<file path="config.mk">
export PLATFORM = sky130hd
export DESIGN_NAME = high_run_logger
export DESIGN_NICKNAME = d
export VERILOG_FILES = /design/src/rtl/high_run_logger.sv
export SDC_FILE = /design/constraint.sdc
export NUM_CORES = 1
export LEC_CHECK = 0
export BUFFER_PORTS_ARGS = -buffer_cell sky130_fd_sc_hd__buf_4
export CAP_MARGIN = 20
export CORE_ASPECT_RATIO = 0.75
export CORE_MARGIN = 1.5
export CORE_UTILIZATION = 31
export CTS_BUF_LIST = sky130_fd_sc_hd__clkbuf_4 sky130_fd_sc_hd__clkbuf_8 sky130_fd_sc_hd__clkbuf_16
export DETAILED_ROUTE_END_ITERATION = 10
export SLEW_MARGIN = 10
export SYNTH_ARGS = -nofsm -noshare
export SYNTH_HDL_FRONTEND = slang
export SYNTH_SLANG_ARGS = --single-unit
</file>
<file path="constraint.sdc">
create_clock -name clk -period 6 [get_ports clk]
set_input_delay 0.9 -clock clk [delete_from_list [all_inputs] [get_ports clk]]
set_output_delay 0.9 -clock clk [all_outputs]
set_load 0.03 [all_outputs]
</file>
<file path="src/rtl/high_run_logger.sv">
// rtl/high_run_logger.sv - measures high runs of det, tags them with an ID and queues them in a FWFT FIFO
// Records drain through rec_valid/rec_ready; dropped records set a sticky overflow flag.
module high_run_logger #(
  parameter int LEN_W = 8,
  parameter int ID_W  = 4,
  parameter int DEPTH = 4
) (
  input  logic             clk,
  input  logic             rst,
  input  logic             det,
  input  logic             rec_ready,
  input  logic             clr_ovf,
  output logic             rec_valid,
  output logic [ID_W-1:0]  rec_id,
  output logic [LEN_W-1:0] rec_len,
  output logic             in_run,
  output logic             overflow
);

  localparam int AW    = $clog2(DEPTH);
  localparam int PW    = AW + 1;
  localparam int REC_W = ID_W + LEN_W;
  localparam logic [LEN_W-1:0] LEN_MAX = {LEN_W{1'b1}};

  typedef enum logic {IDLE, RUN} state_t;

  state_t             state;
  logic [LEN_W-1:0]   len;
  logic [ID_W-1:0]    id;
  logic [REC_W-1:0]   mem [DEPTH];
  logic [PW-1:0]      wr_ptr, rd_ptr, wr_next, rd_next;
  logic               empty, full, push, pop, push_ok, drop, has_next;
  logic [REC_W-1:0]   head_next;

  assign empty   = (wr_ptr == rd_ptr);
  assign full    = (wr_ptr[PW-1] != rd_ptr[PW-1]) && (wr_ptr[AW-1:0] == rd_ptr[AW-1:0]);
  assign push    = (state == RUN) && !det;
  assign pop     = !empty && rec_ready;
  assign push_ok = push && (!full || pop);
  assign drop    = push && full && !pop;

  assign rec_valid = !empty;
  assign in_run    = (state == RUN);

  // The head registers track whatever sits at the read pointer after this edge,
  // including a record written on this same edge into an empty FIFO.
  always_comb begin
    rd_next  = rd_ptr + PW'(pop);
    wr_next  = wr_ptr + PW'(push_ok);
    has_next = (wr_next != rd_next);
    if (push_ok && (rd_next == wr_ptr))
      head_next = {id, len};
    else
      head_next = mem[rd_next[AW-1:0]];
  end

  always_ff @(posedge clk) begin
    if (push_ok)
      mem[wr_ptr[AW-1:0]] <= {id, len};
  end

  always_ff @(posedge clk) begin
    if (!rst) begin
      state    <= IDLE;
      len      <= '0;
      id       <= '0;
      wr_ptr   <= '0;
      rd_ptr   <= '0;
      rec_id   <= '0;
      rec_len  <= '0;
      overflow <= 1'b0;
    end else begin
      case (state)
        IDLE: begin
          if (det) begin
            state <= RUN;
            len   <= LEN_W'(1);
          end
        end
        RUN: begin
          if (det) begin
            len <= (len == LEN_MAX) ? LEN_MAX : len + LEN_W'(1);
          end else begin
            id    <= id + ID_W'(1);
            state <= IDLE;
          end
        end
        default: state <= IDLE;
      endcase

      wr_ptr <= wr_next;
      rd_ptr <= rd_next;
      if (has_next)
        {rec_id, rec_len} <= head_next;

      if (drop)
        overflow <= 1'b1;
      else if (clr_ovf)
        overflow <= 1'b0;
    end
  end

endmodule

</file>
Word level (Yosys, flattened, before mapping)

Memories as Yosys holds them, arrays and structs flattened.
Cells that the tools add are included.

Memories: 1
Output and inout bits: 15
Word-level logic and storage cells: 48
Bits of input ports: 5
Register bits: 32
Memory bits (writable): 48

Bitwise gates (word level): 2
Reductions and logical operators: 15
Eq/ne operators: 8
$add $sub $neg: 4
Mux-type cells: 10

Memory list:

| name | depth | width | read ports | clocked after Yosys merged registers in | write ports | line | RTL |
|---|---|---|---|---|---|---|---|
| mem  | 4     | 12    | 1          | 0                                       | 1           | 30   | `logic [REC_W-1:0] mem [DEPTH];` |

Operators with widths:

| cell                                                           | count |
|---|---|
| 8-bit 2-to-1 mux                                               | 3 |
| 8-bit case mux with 2 select lines                             | 1 |
| 12-bit 2-to-1 mux                                              | 1 |
| 8-bit by 1-bit adder with 8-bit output (second input constant) | 1 |
| 8-bit == test (second input constant)                          | 1 |
| 1-bit logical AND                                              | 7 |
| 3-bit by 1-bit adder with 3-bit output                         | 2 |
| 3-bit == test                                                  | 2 |
| 1-bit 2-to-1 mux                                               | 5 |
| 4-bit by 1-bit adder with 4-bit output (second input constant) | 1 |
| 1-bit logical NOT                                              | 4 |
| 2-bit inequality test (second input constant)                  | 2 |
| 2-bit AND reduction                                            | 2 |
| 3-bit inequality test                                          | 1 |
| 2-bit == test                                                  | 1 |
| 1-bit inverter                                                 | 2 |
| 2-bit nonzero test                                             | 1 |
| 1-bit logical OR                                               | 1 |
| 1-bit inequality test                                          | 1 |

Longest topological paths before layout

Gate-level depths: netlist of the first run.

Depth after elaboration: 7
Mapped depth: 11
Depth with buffers taken out: 10

Worst setup path before layout of the first run

No wires, ideal clock.

Kind: flip-flop to flip-flop
From: register rd_ptr[2]
To: register rec_id[0]
Cell stages (with the launch flop): 12
Data required time: 5873 ps
Buffers on the path: 2
Library setup time: 127 ps
Data arrival time: 2908 ps
Slack: 2965 ps
Period minus slack after synthesis: 3035 ps
Cells stage by stage: dfxtp_1 xor2_2 or3_1 and2_1 ha_1 ha_1 clkbuf_1 xor2_1 a2111oi_4 buf_6 mux2i_1 o2bb2ai_1

Cells in the longest elaborated chain, start to end: 7
Elaborated cells on any way between the ends: 15
Those cells by class: add/sub (2); eq/ne (4); mux (1); reduce/logical (7); memory (1)

Ends and longest elaborated chain:

| element                                                   | line | RTL |
|---|---|---|
| start: declaration                                        | 31   | `logic [PW-1:0] wr_ptr, rd_ptr, wr_next, rd_next;` |
| start signal: assignment                                  | 92   | `rd_ptr <= rd_next;` |
| 3-bit == test (*)                                         | 35   | `assign empty = (wr_ptr == rd_ptr);` |
| 1-bit logical NOT (*)                                     | -    |  |
| named net rec_valid                                       | 13   | `output logic rec_valid,` |
| 1-bit logical AND (*)                                     | 38   | `assign pop = !empty && rec_ready;` |
| 3-bit by 1-bit adder with 3-bit output (*)                | 48   | `rd_next = rd_ptr + PW'(pop);` |
| named net rd_next[1]                                      | 31   |  |
| branches (longest 3 deep; another with memory 4 x 12 bit) | -    |  |
| end signal: assignment                                    | 94   | `{rec_id, rec_len} <= head_next;` |
| end: declaration                                          | 14   | `output logic [ID_W-1:0] rec_id,` |

Mark *: on every way through the listed nets, which the timed path passes.
A chain may end at the register's enable or synchronous reset.

Worst setup path in the final report of the first run

From: register wr_ptr[1]
To: register rec_id[1]

Cells in the longest elaborated chain, start to end: 7
Elaborated cells on any way between the ends: 15
Those cells by class: add/sub (2); eq/ne (4); mux (1); reduce/logical (7); memory (1)

Ends and longest elaborated chain:

| element                                                   | line | RTL |
|---|---|---|
| start: declaration                                        | 31   |  |
| start signal: assignment                                  | 91   | `wr_ptr <= wr_next;` |
| 3-bit == test (*)                                         | 35   |  |
| 1-bit logical NOT (*)                                     | 38   |  |
| 1-bit logical AND (*)                                     | 38   |  |
| 3-bit by 1-bit adder with 3-bit output (*)                | 48   |  |
| named net rd_next[1]                                      | 31   |  |
| branches (longest 3 deep; another with memory 4 x 12 bit) | -    |  |

Marks and branches as above.

==> impl_metrics.csv, run 1 <==
group,metric,value,unit
clocking,cts_resized,0,
critical_path,startpoint,"wr_ptr[1]",
floorplanning,die-area,11200,um2
sta,fin_tns_setup,0,ns
power,peakVddDrop,0.138,mV
sta,relSlewSlack,34.5,%
place,dpl_cell_area,3570,um2
clocking,cts_root_buf,"clkbuf_16",
critical_path,reg2reg_from,"wr_ptr[1]",
global_route,antenna_found_initial,0,
synth,synth_nets,234,
clocking,htree_levels,3,
synth,synth_most_common_cell,"edfxtp_1",
sta,fin_crit_sh,57.6,%
power,p_leak,1.36,nW
critical_path,start_kind,"flip-flop",
clocking,post_cts_buffers,0,
global_route,grtUsageTotal,12.7,%
synth,synth-edff-count,48,
global_route,overflow,0,
layout,area_growth,18.0,%
sta,period_minus_slack,3.46,ns
power,powerDensity,344,nW/um2
critical_path,cp.buffers_inverters,1,
synth,ys.flop_type,"edfxtp_1",
clocking,hold_buffers,0,
synth,syn_avg_cell_area,14.7,um2
hold_path,hold_path_startpoint,"rec_len[6]",
detailed_routing,postRouteAntennaNets,0,
sta,rsz0062_at_grt,"no",
clocking,cts.sinks,80,
synth,synth.top_cells.by_area,"edfxtp_1 (44%), dfxtp_1 (20%), mux4_2 (8.3%), mux2i_1 (3.7%), o2bb2ai_1 (3.2%)",
sta,slew_violations,0,
clocking,cts_tree,"yes",
critical_path,critPathCaptureType,"flip-flop",
detailed_routing,wire_per_inst,16.5,um
place,gp_congestion,0.767,
synth,synth.top_cells.by_count,"edfxtp_1 (48), dfxtp_1 (32), nand2_1 (13)",
floorplanning,die_w,122,um
clocking,cts_buffers,9,
synth,synth_cell_type_count,39,
layout,design_area,3860,um2
hold_path,hp-class,"flip-flop to flip-flop",
clocking,clockBufferDepth,2,
clocking,clk_pin_slew,0.06,ns
status,status,"completed",
power,power.total,1.33,mW
detailed_routing,via_per_inst,4.95,
synth,ys_seq_area_share,63.7,%
sta,finClkSkew,0.00725,ns
global_route,grt_max_degree,16,
synth,synth-async-reset-ratio,0,%
place,port_buffers,19,
synth,netlist.area_leader.share,44.1,%
synth,syn_area,3270,um2
flow_run,maxCapViolations,0,
critical_path,crit_cells,10,
layout,n_antenna_cell,0,
detailed_routing,drt-initial-drc-count,93,
critical_path,critical-path-max-stage-delay,0.78,ns
detailed_routing,drt_first_pass_iters,4,
critical_path,crit_slowest_cell,"ha_1",
synth,yosys_register_bits,80,
floorplanning,chipHeight,92.0,um
critical_path,arrival,3.67,ns
sta,worst_slew_pin_slew,0.982,ns
place,dpl.hpwl,4.19,mm
detailed_routing,drcViolationCount,0,
global_route,grt_pass1_vias,1895,
critical_path,worstPathMaxFanout,15,
floorplanning,rows,32,
layout,drive_gt1_share,21.9,%
layout,fill_cells,972,
synth,synthCells,223,
critical_path,cp.required,6.21,ns
floorplanning,core,10300,um2
detailed_routing,routed_wirelength,6.40,mm
sta,hold_viol,0,
synth,synth_area_leader_cell,"edfxtp_1",
critical_path,worst-setup-path-type,"flip-flop to flip-flop",
critical_path,r2r_cells,10,
global_route,grt_pass1_wl,10.3,mm
clocking,clock_latency,0.34,ns
layout,final_nets,257,
floorplanning,initial_core_util,31.8,%
hold_path,hold_depth,1,
synth,synth_warnings,0,
sta,setup_viol,0,
critical_path,path_delay_family,"adder cells",
floorplanning,num_io_pins,20,
sta,fmax,289,MHz
detailed_routing,vias,1917,
critical_path,crit_chain,"xor2_1, or3_1, and2_1, ha_1, ha_1, xor2_1, a2111oi_4, buf_4, mux2i_1, o2bb2ai_1",
[cells by family (layout without fill, tap and decap cells)]
kind of cell               count (synthesis)  after routing  synth area share (%)
xor gates and xnor gates                  15             15                  4.25
and+or+nand+nor                           48             48                  7.31
muxes                                     24             24                  11.9
buffers and inverters                     14             42                  1.91
DFF                                       80             80                  63.7
adders and majority gates                  6              6                  2.30
AOI/OAI and AO/OA                         36             36                  8.65
[sequential cells by signal, summed over array words and instances (netlist names)]
| name | cells |
|---|---|
| mem | 48 |
| wr_ptr | 3 |
| id | 4 |
| overflow | 1 |
| len | 8 |
| rec_id | 4 |
| rd_ptr | 3 |
| in_run | 1 |
| rec_len | 8 |
[cell usage in the layout (no fill, tap or decap), drive strengths merged, types with 7 or more instances in the layout]
master | netlist | final
edfxtp | 48 | 48
dfxtp | 32 | 32
buf | 4 | 22
nand2 | 13 | 13
mux4 | 12 | 12
mux2i | 12 | 12
o2bb2ai | 12 | 12
nor2 | 11 | 11
clkbuf | 6 | 10
xnor2 | 8 | 8
xor2 | 7 | 7
[per-layer routing]
metal	track usage, %	vias to the layer above	wire length (um)
li1	-	899	-
met1	17.0	983	3220
met2	18.7	22	2880
met3	4.29	13	192
met4	5.00	0	112
met5	0	-	0
[metrics by stage]
| stage | util, % | cells | hold slack (ns) | setup slack, ns |
|---|---|---|---|---|
| 6_report | 37.5 | 387 | 0.466 | 2.54 |
| 5_1_grt | 37.5 | 387 | 0.482 | 2.27 |
| 4_1_cts | 37.5 | 387 | 0.469 | 2.53 |
| 3_5_place_dp | 34.7 | 371 | 0.452 | 2.51 |
| 3_3_place_gp | 34.5 | 369 | 0.448 | 2.58 |
| 2_1_floorplan | - | 223 | 0.501 | 2.96 |
[power breakdown]
part	internal (mW)	leakage, nW	switching [mW]
combinational	0.0741	0.501	0.104
sequential	0.602	0.716	0.0160
clock	0.324	0.143	0.206
[final cells by class]
cell class | count | area (um2) | share of cell area [%]
well taps | 136 | 170 | 4.41
clock inverters | 6 | 60.1 | 1.56
multi-input cells | 129 | 1130 | 29.3
clock buffers | 10 | 233 | 6.03
inverters | 4 | 15.0 | 0.389
repair buffers | 22 | 169 | 4.38
flip-flops and latches | 80 | 2080 | 53.9
[worst paths after layout]
check               end  slack, ns
max           rec_id[1]       2.54
max reg2reg   rec_id[1]       2.54
min reg2reg  rec_len[6]       0.47
min          rec_len[6]       0.47
Power figures use the tool's default switching activity.
==> run 2: changes to the inputs <==
==> constraint.sdc (replaced) <==
create_clock -name clk -period 2.9 [get_ports clk]
set_input_delay 0.435 -clock clk [delete_from_list [all_inputs] [get_ports clk]]
set_output_delay 0.435 -clock clk [all_outputs]
set_load 0.03 [all_outputs]
==> run 2 against run 1 <==
Global-route usage down 0.092 points. First-iteration DRC count down 16%. Sequential power up 110%. Clock skew about the same. Maximum frequency up 28%. Highest routed layer unchanged.
==> impl_metrics.csv, run 2 (synthesis results as in run 1) <==
group,metric,value,unit
status,status,"completed",
sta,setup_viol,0,
floorplanning,die-area,11200,um2
detailed_routing,wire_per_inst,16.1,um
detailed_routing,drt-initial-drc-count,78,
sta,fmax,371,MHz
place,dp_cells,382,
global_route,grt_pass1_wl,10.3,mm
global_route,grt_pass1_vias,1881,
sta,fin_tns_setup,0,ns
critical_path,cp.required,3.12,ns
floorplanning,die_w,122,um
critical_path,start_kind,"flip-flop",
clocking,hold_buffers,0,
detailed_routing,routed_wirelength,6.42,mm
sta,worst_slew_pin_slew,0.548,ns
clocking,cts_root_buf,"clkbuf_16",
clocking,cts_resized,0,
layout,stdcell_count,398,
sta,slew_violations,0,
hold_path,hp-class,"input pin to flip-flop",
power,peakVddDrop,0.304,mV
layout,final_cell_mix,"edfxtp_1 (48), dfxtp_1 (32), buf_4 (31), nand2_1 (13)",
clocking,clk_pin_slew,0.06,ns
clocking,post_cts_buffers,0,
floorplanning,num_io_pins,20,
layout,layout_commonest_cell,"edfxtp_1",
critical_path,critical-path-max-stage-delay,0.39,ns
detailed_routing,via_per_inst,4.86,
place,port_buffers,19,
layout,n_antenna_cell,0,
power,p_leak,1.44,nW
place,gp_congestion,0.734,
sta,setup_slack,0.207,ns
critical_path,critPathCaptureType,"flip-flop",
critical_path,r2r_slack,0.21,ns
place,post-place-ws,0.187,ns
place,dpl_cell_area,3680,um2
sta,relSlewSlack,63.4,%
floorplanning,core,10300,um2
clocking,clock_latency,0.33,ns
detailed_routing,postRouteAntennaNets,0,
layout,design_area,3990,um2
detailed_routing,vias,1934,
global_route,grt_max_degree,16,
layout,fill_cells,955,
sta,fin_crit_sh,92.9,%
clocking,htree_levels,3,
layout,drive_gt1_share,26.0,%
layout,final_nets,268,
floorplanning,initial_core_util,31.8,%
floorplanning,rows,32,
floorplanning,chipHeight,92.0,um
sta,finClkSkew,0.00758,ns
sta,rsz0062_at_grt,"no",
sta,hold_viol,0,
critical_path,worstPathMaxFanout,12,
layout,area_growth,22.0,%
place,dpl.hpwl,4.19,mm
critical_path,worst-setup-path-type,"flip-flop to flip-flop",
global_route,grtUsageTotal,12.6,%
critical_path,crit_chain,"xor2_2, or3_4, and2_1, ha_1, ha_1, xor2_1, a2111oi_4, buf_12, mux2i_1, o2bb2ai_1",
layout,largest_reg_flops,48,
clocking,cts_buffers,9,
detailed_routing,drcViolationCount,0,
clocking,cts_tree,"yes",
power,powerDensity,713,nW/um2
flow_run,maxCapViolations,0,
critical_path,arrival,2.92,ns
sta,period_minus_slack,2.69,ns
critical_path,cpMostUsedCell,"ha_1",
global_route,antenna_found_initial,0,
global_route,overflow,0,
clocking,clockBufferDepth,2,
critical_path,crit_slowest_cell,"or3_4",
detailed_routing,drt_first_pass_iters,4,
clocking,cts.sinks,80,
power,power.total,2.85,mW
run 2: routing by layer:
layer | share of wire (%) | vias to the layer above | global-route usage, % | wire, um
met5 | 0 | - | 0 | 0
met4 | 1.6 | 0 | 4.41 | 100
met3 | 3.3 | 10 | 3.92 | 212
met2 | 45 | 27 | 17.9 | 2880
met1 | 50 | 975 | 18.0 | 3220
li1 | - | 922 | - | -
run 2: stage by stage:
stage                     util, %  hold slack, ns
after floorplan                 -           0.501
after global placement       35.7           0.445
after detailed placement     35.7           0.450
after CTS                    38.8           0.367
after global routing         38.8           0.385
final                        38.8           0.373
run 2: path summary, 6_finish.rpt:
kind	startpoint	end	cells past startpoint
worst max-delay path	rd_ptr[2]	rec_len[0]	10
worst min-delay path	rst	wr_ptr[0]	2
worst max register to register	rd_ptr[2]	rec_len[0]	10
worst min register to register	rec_len[4]	rec_len[4]	1
run 2: worst max-delay path, delay by kind of cell (launching register included):
kind                     cells  cell delay (ns)
AND/OR/NAND/NOR              2             0.56
multiplexers                 1             0.23
flip-flops                   1             0.36
AO/OA/AOI/OAI                2             0.41
buffers and inverters        1             0.21
adder cells (fa/ha/maj)      2             0.46
XOR/XNOR                     2             0.36
run 2: area by class of cell:
class                   instances  area [um2]  area share [%]
flip-flops and latches         80        2080            52.2
multi-input cells             129        1140            28.5
repair buffers                 33         273            6.83
clock buffers                  11         253            6.33
well taps                     136         170            4.26
clock inverters                 5        62.6            1.57
inverters                       4        15.0           0.376
run 2: power breakdown:
part           switching (mW)  total (mW)  internal (mW)
combinational           0.227       0.409          0.182
clock                   0.443        1.16          0.717
sequential             0.0310        1.28           1.25
total                   0.702        2.85           2.15
==> run 3: changes to the inputs <==
--- a/config.mk
+++ b/config.mk
@@ -9,7 +9,7 @@
 export CAP_MARGIN = 20
 export CORE_ASPECT_RATIO = 0.75
 export CORE_MARGIN = 1.5
-export CORE_UTILIZATION = 31
+export CORE_UTILIZATION = 45
 export CTS_BUF_LIST = sky130_fd_sc_hd__clkbuf_4 sky130_fd_sc_hd__clkbuf_8 sky130_fd_sc_hd__clkbuf_16
 export DETAILED_ROUTE_END_ITERATION = 10
 export SLEW_MARGIN = 10
==> run 3 against run 2 <==
Flip-flop and latch count is the same. Worst hold slack lost 0.020 ns. Power shrank 9.1%. Combinational power shrank 2%. Count of clock-buffer cells in the layout shrank 1. Routed wire length shrank 2.1%. Clock power shrank 21%. Non-clock buffer count grew 1. Critical path type unchanged.
==> impl_metrics.csv, run 3 (synthesis results as in run 1) <==
group,metric,value,unit
status,status,"completed",
critical_path,worstPathMaxFanout,12,
place,dpl.hpwl,4.07,mm
clocking,post_cts_buffers,0,
detailed_routing,routed_wirelength,6.28,mm
sta,setup_slack,0.190,ns
layout,area_growth,17.6,%
detailed_routing,postRouteAntennaNets,0,
detailed_routing,via_per_inst,5.33,
sta,slew_violations,0,
detailed_routing,drcViolationCount,0,
floorplanning,initial_core_util,47.2,%
place,gp_congestion,0.730,
power,p_leak,1.40,nW
floorplanning,chipHeight,76.8,um
floorplanning,rows,26,
sta,hold_viol,0,
floorplanning,core,6930,um2
global_route,overflow,0,
layout,drive_gt1_share,26.2,%
clocking,htree_levels,3,
clocking,cts_resized,0,
hold_path,hp-class,"input pin to flip-flop",
clocking,cts_buffers,9,
layout,layout_commonest_cell,"edfxtp_1",
sta,relSlewSlack,64.0,%
floorplanning,die-area,7790,um2
power,powerDensity,672,nW/um2
clocking,clockBufferDepth,2,
critical_path,worst-setup-path-type,"flip-flop to flip-flop",
floorplanning,num_io_pins,20,
detailed_routing,drt_first_pass_iters,4,
layout,largest_reg_flops,48,
global_route,antenna_found_initial,0,
place,post-place-ws,0.198,ns
sta,fin_tns_setup,0,ns
clocking,clk_pin_slew,0.08,ns
floorplanning,die_w,101,um
sta,fmax,369,MHz
critical_path,cp.required,3.14,ns
sta,finClkSkew,0.00907,ns
detailed_routing,vias,1924,
critical_path,start_kind,"flip-flop",
clocking,clock_latency,0.35,ns
critical_path,critPathCaptureType,"flip-flop",
power,peakVddDrop,0.251,mV
detailed_routing,wire_per_inst,17.4,um
global_route,grt_max_degree,16,
detailed_routing,drt-initial-drc-count,104,
sta,period_minus_slack,2.71,ns
flow_run,maxCapViolations,0,
layout,n_antenna_cell,0,
sta,rsz0062_at_grt,"no",
global_route,grt_pass1_wl,10.0,mm
global_route,grtUsageTotal,17.8,%
layout,final_cell_mix,"edfxtp_1 (48), buf_4 (33), dfxtp_1 (32), nand2_1 (13)",
clocking,cts_tree,"yes",
global_route,grt_pass1_vias,1849,
sta,worst_slew_pin_slew,0.539,ns
clocking,cts.sinks,80,
layout,final_nets,269,
clocking,cts_root_buf,"clkbuf_8",
sta,setup_viol,0,
place,port_buffers,19,
sta,fin_crit_sh,93.4,%
critical_path,arrival,2.95,ns
clocking,hold_buffers,0,
run 3: cell types whose count changed in the layout (fill, tap and decap cells not counted):
cell / previous run / this run
clkbuf_8: 2 / 9
buf_12: 2 / 1
clkbuf_4: 0 / 1
clkbuf_16: 9 / 0
bufinv_16: 1 / 2
buf_4: 31 / 33
run 3: routing by layer:
layer  global-route usage, %  wire length, um  vias to the layer above  part of all wire [%]
met3                    6.02              244                        7                   3.9
met4                    5.42               62                        0                  0.99
met1                    25.5             3190                      953                    51
li1                        -                -                      920                     -
met2                    25.4             2780                       44                    44
met5                       0                0                        -                     0
run 3: path summary, 6_finish.rpt:
| kind | from | end | slack, ns | cells after the start |
|---|---|---|---|---|
| worst max-delay path | rd_ptr[2] | rec_len[0] | 0.19 | 10 |
| worst min-delay path | rst | wr_ptr[0] | 0.35 | 2 |
| worst max register to register | rd_ptr[2] | rec_len[0] | 0.19 | 10 |
| worst min register to register | rec_len[1] | rec_len[1] | 0.47 | 1 |
run 3: metrics by stage:
stage | std cells | hold WS [ns] | utilization (%) | total power, mW | instance area [um2]
floorplan | 223 | 0.501 | - | 1.57 | 3280
global placement | 345 | 0.445 | 52.3 | 1.70 | 3620
detailed placement | 345 | 0.451 | 52.3 | 1.71 | 3620
CTS | 361 | 0.339 | 55.5 | 2.62 | 3850
global route | 361 | 0.367 | 55.5 | 2.69 | 3850
finish | 361 | 0.353 | 55.5 | 2.59 | 3850
run 3: power breakdown:
group | internal, mW | switching (mW) | total (mW)
logic | 0.177 | 0.224 | 0.401
registers | 1.24 | 0.0309 | 1.27
clock network | 0.499 | 0.412 | 0.911
run 3: layout make-up:
type | count | area (um2)
Clock inverter | 6 | 92.6
Clock buffer | 10 | 131
Inverter | 4 | 15.0
Sequential cell | 80 | 2080
Timing Repair Buffer | 34 | 268
Multi-Input combinational cell | 129 | 1140
Fill cell | 589 | 3080
Tap cell | 98 | 123
run 3: worst max-delay path: stages, from the launching register on:
cell	delay [ns]
dfxtp_1	0.36
xor2_2	0.21
or3_4	0.40
and2_1	0.17
ha_1	0.17
ha_1	0.30
xor2_1	0.17
a2111oi_4	0.33
buf_12	0.21
mux2i_1	0.21
o2bb2ai_1	0.07
